<file path="src/rtl/sdram_uart_pkg.sv">
// Shared constants for the UART <-> SDRAM command path.
// Opcodes, decoder state encodings and timeout derivation.
package sdram_uart_pkg;

  localparam logic [7:0] CMD_WR = 8'h44;
  localparam logic [7:0] CMD_RD = 8'h55;

  typedef logic [1:0] state_t;

  localparam state_t ST_IDLE       = 2'd0;
  localparam state_t ST_WR_COLLECT = 2'd1;
  localparam state_t ST_WR_REQ     = 2'd2;
  localparam state_t ST_RD_REQ     = 2'd3;

  localparam longint CLK_HZ     = 200_000_000;
  localparam longint BAUD       = 9600;
  localparam longint BYTE_BITS  = 10;
  localparam longint TMO_BYTES  = 4;

  // four byte-times of silence between payload bytes
  localparam int TIMEOUT_DEF =
    int'((CLK_HZ * BYTE_BITS * TMO_BYTES) / BAUD);

  function automatic int cnt_w(input int n);
    return (n <= 1) ? 1 : $clog2(n);
  endfunction

endpackage

</file>
<file path="src/rtl/uart_cmd_decode_if.sv">
// Byte, FIFO and request handshake bundle of the command decoder.
// master = decoder side, slave = surrounding top / bench side.
interface uart_cmd_decode_if #(
  parameter int D_WIDTH = 8
);

  logic [D_WIDTH-1:0] rx_data;
  logic               rx_valid;
  logic               wfifo_full;
  logic               wfifo_wr_en;
  logic [D_WIDTH-1:0] wfifo_wr_data;
  logic               wfifo_flush;
  logic               wr_req;
  logic               wr_ack;
  logic               rd_req;
  logic               rd_ack;
  logic               err_cmd;
  logic               err_tmo;
  logic               err_ovf;

  modport master (
    input  rx_data, rx_valid, wfifo_full,
    input  wr_ack, rd_ack,
    output wfifo_wr_en, wfifo_wr_data, wfifo_flush,
    output wr_req, rd_req,
    output err_cmd, err_tmo, err_ovf
  );

  modport slave (
    output rx_data, rx_valid, wfifo_full,
    output wr_ack, rd_ack,
    input  wfifo_wr_en, wfifo_wr_data, wfifo_flush,
    input  wr_req, rd_req,
    input  err_cmd, err_tmo, err_ovf
  );

endinterface

</file>
<file path="src/rtl/uart_byte_timeout.sv">
// Saturating inter-byte counter with clear/enable.
// tc flags the cycle in which the limit is hit with no clear.
module uart_byte_timeout #(
  parameter int LIMIT = 833_333
) (
  input  logic clk,
  input  logic rst,
  input  logic clr,
  input  logic en,
  output logic tc
);

  import sdram_uart_pkg::*;

  localparam int W = cnt_w(LIMIT);
  localparam logic [W-1:0] TERM = W'(LIMIT - 1);

  logic [W-1:0] cnt;

  always_ff @(posedge clk or posedge rst) begin
    if (rst) begin
      cnt <= '0;
    end else if (clr) begin
      cnt <= '0;
    end else if (en && cnt != TERM) begin
      cnt <= cnt + W'(1);
    end
  end

  assign tc = en && !clr && (cnt == TERM);

endmodule

</file>
<file path="src/rtl/uart_cmd_decode.sv">
// UART byte stream -> write FIFO pushes and SDRAM rd/wr requests.
// Truncated WRITE frames are dropped by timeout with a FIFO flush.
module uart_cmd_decode #(
  parameter int D_WIDTH     = 8,
  parameter int BURST_LEN   = 4,
  parameter logic [D_WIDTH-1:0] CMD_WR =
    D_WIDTH'(sdram_uart_pkg::CMD_WR),
  parameter logic [D_WIDTH-1:0] CMD_RD =
    D_WIDTH'(sdram_uart_pkg::CMD_RD),
  parameter int TIMEOUT_CYC = sdram_uart_pkg::TIMEOUT_DEF
) (
  input  logic              sys_clk,
  input  logic              sys_rst,
  uart_cmd_decode_if.master bus
);

  import sdram_uart_pkg::*;

  localparam int BW = $clog2(BURST_LEN + 1);
  localparam logic [BW-1:0] LAST = BW'(BURST_LEN - 1);

  state_t        state;
  logic [BW-1:0] byte_cnt;
  logic          tmo_clr;
  logic          tmo_en;
  logic          tmo_tc;

  // silence is only counted while a payload is outstanding
  assign tmo_en  = (state == ST_WR_COLLECT);
  assign tmo_clr = !tmo_en || bus.rx_valid;

  uart_byte_timeout #(
    .LIMIT (TIMEOUT_CYC)
  ) u_tmo (
    .clk (sys_clk),
    .rst (sys_rst),
    .clr (tmo_clr),
    .en  (tmo_en),
    .tc  (tmo_tc)
  );

  always_ff @(posedge sys_clk or posedge sys_rst) begin
    if (sys_rst) begin
      state             <= ST_IDLE;
      byte_cnt          <= '0;
      bus.wfifo_wr_en   <= 1'b0;
      bus.wfifo_wr_data <= '0;
      bus.wfifo_flush   <= 1'b0;
      bus.wr_req        <= 1'b0;
      bus.rd_req        <= 1'b0;
      bus.err_cmd       <= 1'b0;
      bus.err_tmo       <= 1'b0;
      bus.err_ovf       <= 1'b0;
    end else begin
      bus.wfifo_wr_en <= 1'b0;
      bus.wfifo_flush <= 1'b0;
      bus.err_cmd     <= 1'b0;
      bus.err_tmo     <= 1'b0;
      bus.err_ovf     <= 1'b0;
      case (state)
        ST_IDLE: begin
          if (bus.rx_valid) begin
            if (bus.rx_data == CMD_WR) begin
              state    <= ST_WR_COLLECT;
              byte_cnt <= '0;
            end else if (bus.rx_data == CMD_RD) begin
              state      <= ST_RD_REQ;
              bus.rd_req <= 1'b1;
            end else begin
              bus.err_cmd <= 1'b1;
            end
          end
        end
        ST_WR_COLLECT: begin
          if (bus.rx_valid && !bus.wfifo_full) begin
            bus.wfifo_wr_en   <= 1'b1;
            bus.wfifo_wr_data <= bus.rx_data;
            byte_cnt          <= byte_cnt + BW'(1);
            if (byte_cnt == LAST) begin
              state      <= ST_WR_REQ;
              bus.wr_req <= 1'b1;
            end
          end else if (bus.rx_valid) begin
            bus.err_ovf     <= 1'b1;
            bus.wfifo_flush <= 1'b1;
            state           <= ST_IDLE;
          end else if (tmo_tc) begin
            bus.err_tmo     <= 1'b1;
            bus.wfifo_flush <= 1'b1;
            state           <= ST_IDLE;
          end
        end
        ST_WR_REQ: begin
          bus.err_cmd <= bus.rx_valid;
          if (bus.wr_ack) begin
            bus.wr_req <= 1'b0;
            state      <= ST_IDLE;
          end
        end
        ST_RD_REQ: begin
          bus.err_cmd <= bus.rx_valid;
          if (bus.rd_ack) begin
            bus.rd_req <= 1'b0;
            state      <= ST_IDLE;
          end
        end
        default: state <= ST_IDLE;
      endcase
    end
  end

endmodule

</file>
<file path="src/flat_wrapper.sv">
// flat-port wrapper written by rule: the top's interface ports become plain ports
module uart_cmd_decode_flat import sdram_uart_pkg::*;
#(
  parameter int D_WIDTH     = 8,
  parameter int BURST_LEN   = 4,
  parameter logic [D_WIDTH-1:0] CMD_WR =
    D_WIDTH'(sdram_uart_pkg::CMD_WR),
  parameter logic [D_WIDTH-1:0] CMD_RD =
    D_WIDTH'(sdram_uart_pkg::CMD_RD),
  parameter int TIMEOUT_CYC = sdram_uart_pkg::TIMEOUT_DEF
)
  (sys_clk, sys_rst, bus_rx_data, bus_rx_valid, bus_wfifo_full, bus_wr_ack, bus_rd_ack, bus_wfifo_wr_en, bus_wfifo_wr_data, bus_wfifo_flush, bus_wr_req, bus_rd_req, bus_err_cmd, bus_err_tmo, bus_err_ovf);
  uart_cmd_decode_if #(.D_WIDTH(D_WIDTH)) bus_i ();
  input  logic sys_clk;
  input  logic sys_rst;
  input wire logic [$bits(bus_i.rx_data)-1:0] bus_rx_data;
  input wire logic [$bits(bus_i.rx_valid)-1:0] bus_rx_valid;
  input wire logic [$bits(bus_i.wfifo_full)-1:0] bus_wfifo_full;
  input wire logic [$bits(bus_i.wr_ack)-1:0] bus_wr_ack;
  input wire logic [$bits(bus_i.rd_ack)-1:0] bus_rd_ack;
  output wire logic [$bits(bus_i.wfifo_wr_en)-1:0] bus_wfifo_wr_en;
  output wire logic [$bits(bus_i.wfifo_wr_data)-1:0] bus_wfifo_wr_data;
  output wire logic [$bits(bus_i.wfifo_flush)-1:0] bus_wfifo_flush;
  output wire logic [$bits(bus_i.wr_req)-1:0] bus_wr_req;
  output wire logic [$bits(bus_i.rd_req)-1:0] bus_rd_req;
  output wire logic [$bits(bus_i.err_cmd)-1:0] bus_err_cmd;
  output wire logic [$bits(bus_i.err_tmo)-1:0] bus_err_tmo;
  output wire logic [$bits(bus_i.err_ovf)-1:0] bus_err_ovf;
  assign bus_i.rx_data = bus_rx_data;
  assign bus_i.rx_valid = bus_rx_valid;
  assign bus_i.wfifo_full = bus_wfifo_full;
  assign bus_i.wr_ack = bus_wr_ack;
  assign bus_i.rd_ack = bus_rd_ack;
  assign bus_wfifo_wr_en = bus_i.wfifo_wr_en;
  assign bus_wfifo_wr_data = bus_i.wfifo_wr_data;
  assign bus_wfifo_flush = bus_i.wfifo_flush;
  assign bus_wr_req = bus_i.wr_req;
  assign bus_rd_req = bus_i.rd_req;
  assign bus_err_cmd = bus_i.err_cmd;
  assign bus_err_tmo = bus_i.err_tmo;
  assign bus_err_ovf = bus_i.err_ovf;
  uart_cmd_decode #(.D_WIDTH(D_WIDTH), .BURST_LEN(BURST_LEN), .CMD_WR(CMD_WR), .CMD_RD(CMD_RD), .TIMEOUT_CYC(TIMEOUT_CYC)) u_core (.sys_clk(sys_clk), .sys_rst(sys_rst), .bus(bus_i));
endmodule
</file>
<file path="config.mk">
export PLATFORM = sky130hd
export DESIGN_NAME = uart_cmd_decode_flat
export DESIGN_NICKNAME = d
export VERILOG_FILES = /design/src/rtl/sdram_uart_pkg.sv /design/src/rtl/uart_cmd_decode_if.sv /design/src/rtl/uart_byte_timeout.sv /design/src/rtl/uart_cmd_decode.sv /design/src/flat_wrapper.sv
export SDC_FILE = /design/constraint.sdc
export NUM_CORES = 1
export LEC_CHECK = 0
export CELL_PAD_IN_SITES_DETAIL_PLACEMENT = 1
export CELL_PAD_IN_SITES_GLOBAL_PLACEMENT = 2
export CORE_MARGIN = 2
export CORE_UTILIZATION = 34
export CTS_CLUSTER_SIZE = 10
export DETAILED_ROUTE_END_ITERATION = 12
export PLACE_DENSITY_LB_ADDON = 0.1
export SKIP_LAST_GASP = 1
export SYNTH_ARGS = -nofsm -noshare
export SYNTH_HDL_FRONTEND = slang
export SYNTH_SLANG_ARGS = --single-unit
</file>
<file path="constraint.sdc">
create_clock -name sys_clk -period 2.5 [get_ports sys_clk]
set_input_delay 0.5 -clock sys_clk [delete_from_list [all_inputs] [get_ports sys_clk]]
set_output_delay 0.5 -clock sys_clk [all_outputs]
set_load 0.01 [all_outputs]
</file>
==> flow_metrics.env <==
export IMPL_post_synth_inst_count=204
export IMPL_core_region_area_mm2=0.00557
export IMPL_count_of_flip_flops_with_a_built_in_enable_after_synthesis=0
export IMPL_final_max_slew_viol_count=0
export IMPL_finish_net_count=258
export IMPL_timing_critical_path_to_type="flip-flop"
export IMPL_yosys_warnings=0
export IMPL_sequential_area_share_after_synthesis_pct=50.2
export IMPL_rrSetupSlack_ns=0.61
export IMPL_clk_transition_reported_paths_ns=0.07
export IMPL_drive_gt1_share_pct=9.58
export IMPL_detailedRoute_firstPassIterationCount=4
export IMPL_postSynth_asyncResetShare_pct=100
export IMPL_cts_resized=0
export IMPL_synthFlopType="sky130_fd_sc_hd__dfrtp_1"
export IMPL_worstHoldStart="u_core.bus.wfifo_wr_data[6]"
export IMPL_floorplan_initialDensity_pct=35.8
export IMPL_drc_errors=0
export IMPL_finalSetupViolations=0
export IMPL_cts_sink_count=40
export IMPL_synth_avg_cell_area_um2=9.78
export IMPL_cts_tree="yes"
export IMPL_worstSetupPathType="input pin to flip-flop"
export IMPL_share_comb_of_total_power_pct=11.7
export IMPL_worst_tran_pin_value_ns=0.509
export IMPL_power_internal_w=0.000935
export IMPL_worst_setup_path_start_kind="input pin"
export IMPL_vias_per_cell=5.35
export IMPL_design_die_area_mm2=0.00650
export IMPL_maximum_number_of_pins_on_one_net_before_global_route_repair=41
export IMPL_power_frac_clock_pct=32.4
export IMPL_routedWlPerCell_um=16.1
export IMPL_grt_antenna_before_repair=0
export IMPL_p_leak_nw=1.05
export IMPL_via_count=1668
export IMPL_hold_path_class="flip-flop to flip-flop"
export IMPL_grtUsageTotal_pct=17.7
export IMPL_synth_fp_nets=222
export IMPL_synth_cell_types=45
export IMPL_num_rows=27
export IMPL_rsz_0062_raised_after_global_routing="no"
export IMPL_drt_iter0_drc=78
export IMPL_finalSetupTns_ns=0
export IMPL_area_delta_synth_final_pct=24.1
export IMPL_wire_length_of_the_first_global_routing_pass_mm=8.94
export IMPL_wirelength_mm=5.04
export IMPL_postLayoutCellArea_mm2=0.00248
export IMPL_tritoncts_num_buffers=5
export IMPL_final_period_minus_worst_setup_slack_ns=2.15
export IMPL_rr_startpoint="u_core.u_tmo.cnt[11]"
export IMPL_cts_root_buffer_cell="sky130_fd_sc_hd__clkbuf_8"
export IMPL_fraction_of_post_synthesis_cell_area_in_the_top_cell_type_by_area_pct=50.2
export IMPL_worstPathMaxFanout=3
export IMPL_worst_clock_skew_ns=0.00780
export IMPL_max_cap_violations=0
export IMPL_htree_num_levels=2
export IMPL_clock_insertion_delay_worst_skew_ns=0.28
export IMPL_drtAntennaViolNets=0
export IMPL_postSynthRegisterBits=40
export IMPL_net_switching_w=0.000301
export IMPL_achievable_frequency_mhz=466
export IMPL_power_switching_fraction_pct=24.4
export IMPL_p_seq_share_pct=55.9
export IMPL_n_antenna_cell=0
export IMPL_globalplace_congestion=0.741
export IMPL_relSlewSlack_pct=65.8
export IMPL_ioPinCount=29
export IMPL_power_per_cell_area_mw_per_mm2=499
export IMPL_place_hpwl_mm=3.70
export IMPL_grt_pass1_vias=1836
export IMPL_synthMostInstantiatedCell="sky130_fd_sc_hd__dfrtp_1"
export IMPL_worst_setup_path_startpoint="bus_rx_data[1]"
export IMPL_place_port_buffers=28
export IMPL_hold_end="u_core.bus.wfifo_wr_data[6]"
export IMPL_outcome="finished clean"
export IMPL_detailed_place_area_mm2=0.00240
export IMPL_gr_total_overflow=0
export IMPL_netlist_top_cells_count="sky130_fd_sc_hd__dfrtp_1, sky130_fd_sc_hd__nand2_1, sky130_fd_sc_hd__nor2_1, sky130_fd_sc_hd__a21oi_1, sky130_fd_sc_hd__inv_1"
export IMPL_maximum_buffer_depth_of_the_clock_tree=2
export IMPL_synth_area_mm2=0.00200
export IMPL_cts_hold_repair_buffers=0
export IMPL_critical_path_arrival_ns=2.32
export IMPL_postCtsSetupRepairBufs=0
export IMPL_ir_drop_mv=0.287
export IMPL_cp_data_required_time_ns=2.67
export IMPL_final_period_utilization_pct=85.8
export IMPL_cells_on_worst_hold_path=2
export IMPL_critical_path_reg2reg_endpoint="u_core.u_tmo.cnt[3]"
export IMPL_r2r_worst_path_cells=4
export IMPL_synth_area_leaders="sky130_fd_sc_hd__dfrtp_1, sky130_fd_sc_hd__nand2_1, sky130_fd_sc_hd__nor2_1, sky130_fd_sc_hd__xnor2_1, sky130_fd_sc_hd__ha_1"
export IMPL_yosysTopAreaCell="sky130_fd_sc_hd__dfrtp_1"
export IMPL_timing_hold_violations_final=0
export IMPL_die_height_um=80.6
export IMPL_floorplan_die_width_um=80.6
==> metal layers <==
metal	up-vias	wire (um)	track usage, %
li1	790	-	-
met1	845	2410	23.8
met2	29	2400	29.2
met3	4	178	4.04
met4	0	42	3.90
met5	-	0	0
==> power by group through the flow <==
stage               sequential [W]  clock, W  combinational [W]
detailed placement        0.000704         0           0.000148
global placement          0.000702         0           0.000143
CTS                       0.000691  0.000420           0.000148
floorplan                 0.000696         0          0.0000754
finish                    0.000691  0.000400           0.000145
global route              0.000694  0.000450           0.000162
==> worst max path at each step <==
stage | end | slack (ns)
global route | u_core.bus.err_cmd | 0.28
CTS | u_core.bus.err_cmd | 0.35
finish | u_core.bus.err_cmd | 0.35
floorplan | u_core.byte_cnt[1] | 0.59
global placement | u_core.byte_cnt[1] | 0.12
detailed placement | u_core.bus.err_cmd | 0.05
==> worst max-delay path, stage by stage <==
cell and delay [ns]:
sky130_fd_sc_hd__clkdlybuf4s50_1 0.42, sky130_fd_sc_hd__or4b_2 0.77, sky130_fd_sc_hd__nor3_1 0.37, sky130_fd_sc_hd__nor2_1 0.08
sky130_fd_sc_hd__o21a_1 0.18
==> sequential cells by signal (all words and copies together), names as in the netlist <==
signal and flops:
u_core.bus.rd_req 1, u_core.u_tmo.cnt 20, u_core.bus.err_cmd 1, u_core.bus.wr_req 1, u_core.bus.err_ovf 1, u_core.bus.err_tmo 1, u_core.bus.wfifo_flush 1, u_core.bus.wfifo_wr_data 8
u_core.state 2, u_core.byte_cnt 3, u_core.bus.wfifo_wr_en 1
==> cell usage in the layout, fill, tap and decap left out, drive strengths merged, types with 3 or more instances in the layout <==
cell,instances
a21oi,9
a31oi,4
and4,3
buf,8
clkbuf,6
clkdlybuf4s50,28
dfrtp,40
ha,4
inv,9
nand2,34
nand2b,3
nand3,6
nand4,7
nor2,17
nor3,7
nor4,5
o21ai,5
or3,6
xnor2,7
xor2,4
==> area by class of cell <==
type	instances	area, um^2
clock buffers	6	72.6
multi-input cells	148	933
well taps	72	90.1
inverters	9	33.8
clock inverters	1	5.00
flip-flops and latches	40	1000
repair buffers	36	340
fillers	655	3100
==> cell families (layout without fill, tap and decap cells) <==
| group | after synthesis | count (layout) | synth area share [%] |
|---|---|---|---|
| AO/OA/AOI/OAI | 32 | 32 | 11.5 |
| XOR/XNOR | 11 | 11 | 4.83 |
| adder cells (fa/ha/maj) | 4 | 4 | 2.51 |
| buffers and inverters | 16 | 52 | 3.07 |
| flip-flops | 40 | 40 | 50.2 |
| multiplexers | 2 | 2 | 1.00 |
| AND/OR/NAND/NOR | 99 | 99 | 27.0 |
==> metrics by stage <==
stage | util, % | total power (W) | cells | setup slack [ns] | hold WS, ns
after floorplan | - | 0.000772 | 204 | 0.595 | 0.456
after global placement | 43.0 | 0.000845 | 305 | 0.118 | 0.457
after detailed placement | 43.0 | 0.000851 | 305 | 0.0497 | 0.471
after CTS | 44.4 | 0.00126 | 312 | 0.350 | 0.488
after global routing | 44.4 | 0.00131 | 312 | 0.277 | 0.522
final | 44.4 | 0.00124 | 312 | 0.354 | 0.481
Note: power is estimated with default switching activity, not from simulation.
